**config.mk**
```make
export PLATFORM = sky130hd
export DESIGN_NAME = pipelined_data_memory
export DESIGN_NICKNAME = d
export VERILOG_FILES = /design/src/rtl/pdm_pkg.sv /design/src/rtl/pdm_rsp_pipe.sv /design/src/rtl/pipelined_data_memory.sv
export SDC_FILE = /design/constraint.sdc
export NUM_CORES = 2
export LEC_CHECK = 0
export ABC_CLOCK_PERIOD_IN_PS = 10500
export BUFFER_PORTS_ARGS = -buffer_cell sky130_fd_sc_hd__buf_2
export CELL_PAD_IN_SITES_DETAIL_PLACEMENT = 1
export CELL_PAD_IN_SITES_GLOBAL_PLACEMENT = 1
export CORE_AREA = 10 10 693 695
export CTS_CLUSTER_SIZE = 8
export DETAILED_ROUTE_END_ITERATION = 10
export DIE_AREA = 0 0 703 705
export GPL_TIMING_DRIVEN = 1
export PLACE_DENSITY = 0.6
export SLEW_MARGIN = 0
export SYNTH_ARGS = -nofsm -noshare
export SYNTH_HDL_FRONTEND = slang
export SYNTH_HIERARCHICAL = 1
export SYNTH_MEMORY_MAX_BITS = 65536
export SYNTH_SLANG_ARGS = --single-unit
```
**constraint.sdc**
```tcl
create_clock -name CLK -period 10.5 [get_ports CLK]
set_input_delay 2.625 -clock CLK [delete_from_list [all_inputs] [get_ports CLK]]
set_output_delay 2.625 -clock CLK [all_outputs]
set_load 0.02 [all_outputs]
```
**src/rtl/pdm_pkg.sv**
```systemverilog
// pdm_pkg: shared state type and read-latency limits for pipelined_data_memory
package pdm_pkg;
  typedef enum logic {INIT, RUN} state_t;
  localparam int RD_LAT_MIN = 1;
  localparam int RD_LAT_MAX = 4;
endpackage

```
**src/rtl/pdm_rsp_pipe.sv**
```systemverilog
// pdm_rsp_pipe: RD_LAT-stage response delay line carrying valid, data and err
module pdm_rsp_pipe #(
  parameter int RD_LAT = 2,
  parameter int DATA_W = 16
) (
  input  logic              CLK,
  input  logic              RST,
  input  logic              in_valid,
  input  logic [DATA_W-1:0] in_data,
  input  logic              in_err,
  output logic              out_valid,
  output logic [DATA_W-1:0] out_data,
  output logic              out_err
);
  logic [RD_LAT-1:0] v, e;
  logic [DATA_W-1:0] d [RD_LAT];
  logic [RD_LAT:0] sv, se;
  logic [DATA_W-1:0] sd [RD_LAT+1];
  assign sv = {v, in_valid};
  assign se = {e, in_err};
  // stage i is fed by stage i-1, stage 0 by the inputs
  always_comb begin
    sd[0] = in_data;
    for (int i = 0; i < RD_LAT; i++) sd[i+1] = d[i];
  end
  // data only moves with a valid so the tail holds the last response; err is masked by valid
  always_ff @(posedge CLK)
    if (RST) begin
      v <= '0;
      e <= '0;
      for (int i = 0; i < RD_LAT; i++) d[i] <= '0;
    end else begin
      v <= sv[RD_LAT-1:0];
      e <= sv[RD_LAT-1:0] & se[RD_LAT-1:0];
      for (int i = 0; i < RD_LAT; i++) if (sv[i]) d[i] <= sd[i];
    end
  assign out_valid = sv[RD_LAT];
  assign out_data  = sd[RD_LAT];
  assign out_err   = se[RD_LAT];
endmodule

```
**src/rtl/pipelined_data_memory.sv**
```systemverilog
// pipelined_data_memory: byte-enabled word memory with self-clearing init and fixed-latency reads
module pipelined_data_memory import pdm_pkg::*; #(
  parameter int DATA_W = 16,
  parameter int ADDR_W = 8,
  parameter int DEPTH  = 256,
  parameter int RD_LAT = 2
) (
  input  logic                CLK,
  input  logic                RST,
  input  logic                Req_Valid,
  output logic                Req_Ready,
  input  logic                Req_Write,
  input  logic [ADDR_W-1:0]   Req_Addr,
  input  logic [DATA_W-1:0]   Req_WD,
  input  logic [DATA_W/8-1:0] Req_BE,
  output logic                Rsp_Valid,
  output logic [DATA_W-1:0]   Rsp_RD,
  output logic                Rsp_Err,
  output logic                Init_Busy
);
  localparam int NB = DATA_W / 8;
  localparam int IW = $clog2(DEPTH);
  if (DATA_W < 8 || DATA_W % 8 != 0) begin : g_bad_data_w
    $error("DATA_W must be a multiple of 8, minimum 8");
  end
  if (DEPTH < 2 || DEPTH > 2 ** ADDR_W) begin : g_bad_depth
    $error("DEPTH must be in 2..2**ADDR_W");
  end
  if (RD_LAT < RD_LAT_MIN || RD_LAT > RD_LAT_MAX) begin : g_bad_rd_lat
    $error("RD_LAT must be in 1..4");
  end
  state_t state;
  logic [IW-1:0] clr_cnt;
  logic [DATA_W-1:0] mem [DEPTH];
  logic acc, in_range, we;
  logic [IW-1:0] wa;
  logic [DATA_W-1:0] wd;
  logic [NB-1:0] be;
  assign acc = Req_Valid && Req_Ready && !RST;
  assign in_range = {1'b0, Req_Addr} < (ADDR_W+1)'(DEPTH);
  // the single write port is shared between the clear sweep and accepted in-range writes
  always_comb begin
    we = !RST && (state == INIT || (acc && Req_Write && in_range));
    wa = state == INIT ? clr_cnt : Req_Addr[IW-1:0];
    wd = state == INIT ? '0 : Req_WD;
    be = state == INIT ? '1 : Req_BE;
  end
  // INIT sweeps addresses 0..DEPTH-1 one per cycle, then RUN accepts requests
  always_ff @(posedge CLK)
    if (RST) begin
      state     <= INIT;
      clr_cnt   <= '0;
      Req_Ready <= 1'b0;
      Init_Busy <= 1'b1;
    end else if (state == INIT) begin
      clr_cnt <= clr_cnt + 1'b1;
      if (clr_cnt == IW'(DEPTH - 1)) begin
        state     <= RUN;
        Req_Ready <= 1'b1;
        Init_Busy <= 1'b0;
      end
    end
  // per-lane write so disabled byte lanes keep their contents
  always_ff @(posedge CLK)
    if (we)
      for (int i = 0; i < NB; i++) if (be[i]) mem[wa][i*8 +: 8] <= wd[i*8 +: 8];
  pdm_rsp_pipe #(.RD_LAT(RD_LAT), .DATA_W(DATA_W)) u_rsp (
    .CLK      (CLK),
    .RST      (RST),
    .in_valid (acc && !Req_Write),
    .in_data  (in_range ? mem[Req_Addr[IW-1:0]] : '0),
    .in_err   (!in_range),
    .out_valid(Rsp_Valid),
    .out_data (Rsp_RD),
    .out_err  (Rsp_Err)
  );
endmodule

```
==> qor.csv <==
metric,value,unit
ir_drop,0.000173,V
synth_cell_type_count,73,
nNetsFinal,8220,
tns,0,ps
worstPathMaxFanout,59,
rows,251,
cap_violations,0,
cts-root-buf,clkbuf_16,
cts_tree,done,
status,"complete, no violations",
worstMarginPinSlew,1330,ps
numCtsBuffers,589,
vias_per_cell,5.65,
fmax,0.152,GHz
dr.pass1.iters,6,
ys_warn_count,6,
cp.required,11280,ps
ff2ff_path_depth,5,
timing.final.crit_period,6560,ps
overflow,0,
syn_to_final_growth,13.8,%
setup.worst_path.class,primary input to register,
wl_per_cell,32.3,µm
fin_crit_sh,0.625,
ios,50,
power_density,196,nW/µm²
antenna_found_initial,28,
async_reset_ff_frac,0,
clkSinkCount,4143,
syn_area,163000,µm²
dp_hpwl,279,mm
layout-drive-gt1-share,0.223,
drc,0,
die_width,703,µm
grt_pass1_wl,663,mm
p_leak,61.6,nW
skew,55.8,ps
final_util,0.397,
final_common_cell,edfxtp_1,
synthCells,7874,
multiInputGateArea,35300,µm²
critPathCaptureType,register,
hp-class,register to register,
coreArea,466000,µm²
cts_buffer_depth,4,
syn_area_per_cell,20.7,µm²
die_y,705,µm
num_vias,81900,
synth_seq_area_share,0.764,
cp-start-kind,primary input,
cts.repair.resized,0,
syn_nets,7905,
synth_flop_cell,edfxtp_1,
hold_depth,1,
most-common-layout-cells,"edfxtp_1 (4128), mux4_2 (841), nor2_1 (623)",
start_util,0.349,
synth_edf_count,4128,
hold_viol,0,
drt_wl_total,468,mm
num-fill-cells,44200,
grt_pass1_vias,85500,
max-slew-margin-rel,0.112,
grt_setup_unrepaired,false,
io_buffers,49,
post-cts-setup-buffer-count,0,
postCtsHoldBufs,0,
dieArea,496000,µm²
place.gp.congestion,0.856,
critPathArrivalTime,7340,ps
grt_max_degree,189,
ys_ff_latch,4143,
sequential_cell_area,124000,µm²
setup_viol,0,
track_usage,0.184,
drtIter0Drc,9693,
htreeDepth,6,
ant_nets,0,
clk_latency,1040,ps
clkSlewWorstSetupHoldPaths,50,ps
timing.final.max_slew_violations,0,
## kinds of logic (layout without fill, tap and decap cells)
family / Yosys count / count (layout) / synth area share
other: 1 / 18 / 0.0000230
AOI/OAI and AO/OA: 615 / 615 / 0.0273
xor gates and xnor gates: 5 / 5 / 0.000269
buffers and inverters: 503 / 912 / 0.0215
adders and majority gates: 1 / 1 / 0.0000769
DFF: 4143 / 4143 / 0.764
and+or+nand+nor: 1219 / 1219 / 0.0325
muxes: 1387 / 1387 / 0.155
## registers in the layout, summed over array words and instances, names as in the netlist
name,cells
u_rsp/e,2
Req_Ready,1
mem,4096
state,1
u_rsp/d,32
u_rsp/v,2
clr_cnt,8
Init_Busy,1
## layer usage
| metal | share of wire | global-route usage | vias to the layer above |
|---|---|---|---|
| li1 | - | - | 33200 |
| met1 | 0.42 | 0.252 | 44500 |
| met2 | 0.48 | 0.297 | 3434 |
| met3 | 0.070 | 0.0316 | 788 |
| met4 | 0.034 | 0.0607 | 0 |
| met5 | 0 | 0 | - |
## worst max-delay path: stages
cell and delay [ps]:
buf_8 340, buf_4 580, nand2b_4 840, buf_4 640, o22ai_1 200, a2111oi_0 940, a211oi_1 240, nand4_1 150
nor4_1 70, buf_2 200, and3_1 190, and2_1 130
## stage by stage
| stage | cells | hold WS [ps] | setup WS [ps] | total power [mW] | area, µm² |
|---|---|---|---|---|---|
| 5_1_grt | 14500 | 461 | 3790 | 37.3 | 185000 |
| 6_report | 14500 | 426 | 3940 | 36.3 | 185000 |
| 3_3_place_gp | 13800 | 422 | 2690 | 19.6 | 169000 |
| 4_1_cts | 14500 | 432 | 4040 | 36.6 | 185000 |
| 3_5_place_dp | 13800 | 421 | 2950 | 19.6 | 169000 |
| 2_1_floorplan | 7874 | 406 | 3780 | 19.2 | 163000 |
## worst paths after layout
check | from | to | slack [ps]
max | Req_Addr[2] | u_rsp/d[0][0]$_SDFFCE_PN0P_ | 3940
min | u_rsp/e[0]$_SDFF_PP0_ | u_rsp/e[1]$_SDFF_PP0_ | 430
max reg2reg | state$_SDFF_PP0_ | mem[184][0]$_DFFE_PP_ | 5930
min reg2reg | u_rsp/e[0]$_SDFF_PP0_ | u_rsp/e[1]$_SDFF_PP0_ | 430
## cell type report
class                   instances  area share
diodes                         17    0.000230
repair buffers                219      0.0101
well taps                    6198      0.0419
clock buffers                 637      0.0821
multi-input cells            3228       0.190
inverters                       8    0.000237
clock inverters                48     0.00393
flip-flops and latches       4143       0.671
## cells in the mapped netlist, types with 55 or more instances
library cell | number | area share
a211oi_1 | 62 | 0.0029
a21oi_1 | 62 | 0.0019
buf_6 | 62 | 0.0043
buf_2 | 83 | 0.0026
mux2i_1 | 471 | 0.029
nand2_1 | 258 | 0.0060
clkbuf_1 | 179 | 0.0041
buf_4 | 55 | 0.0025
edfxtp_1 | 4128 | 0.76
nor2_1 | 631 | 0.015
mux4_2 | 841 | 0.12
nand3_1 | 90 | 0.0028
o22ai_1 | 164 | 0.0063
o221ai_1 | 115 | 0.0062
nor3_1 | 89 | 0.0027
## power breakdown
group          total (mW)  internal, mW  switching, mW
combinational        1.35         0.496          0.854
clock                17.0          10.1           6.83
sequential           18.0          18.0         0.0133
total                36.3          28.6           7.70
(Power assumes the default switching activity.)
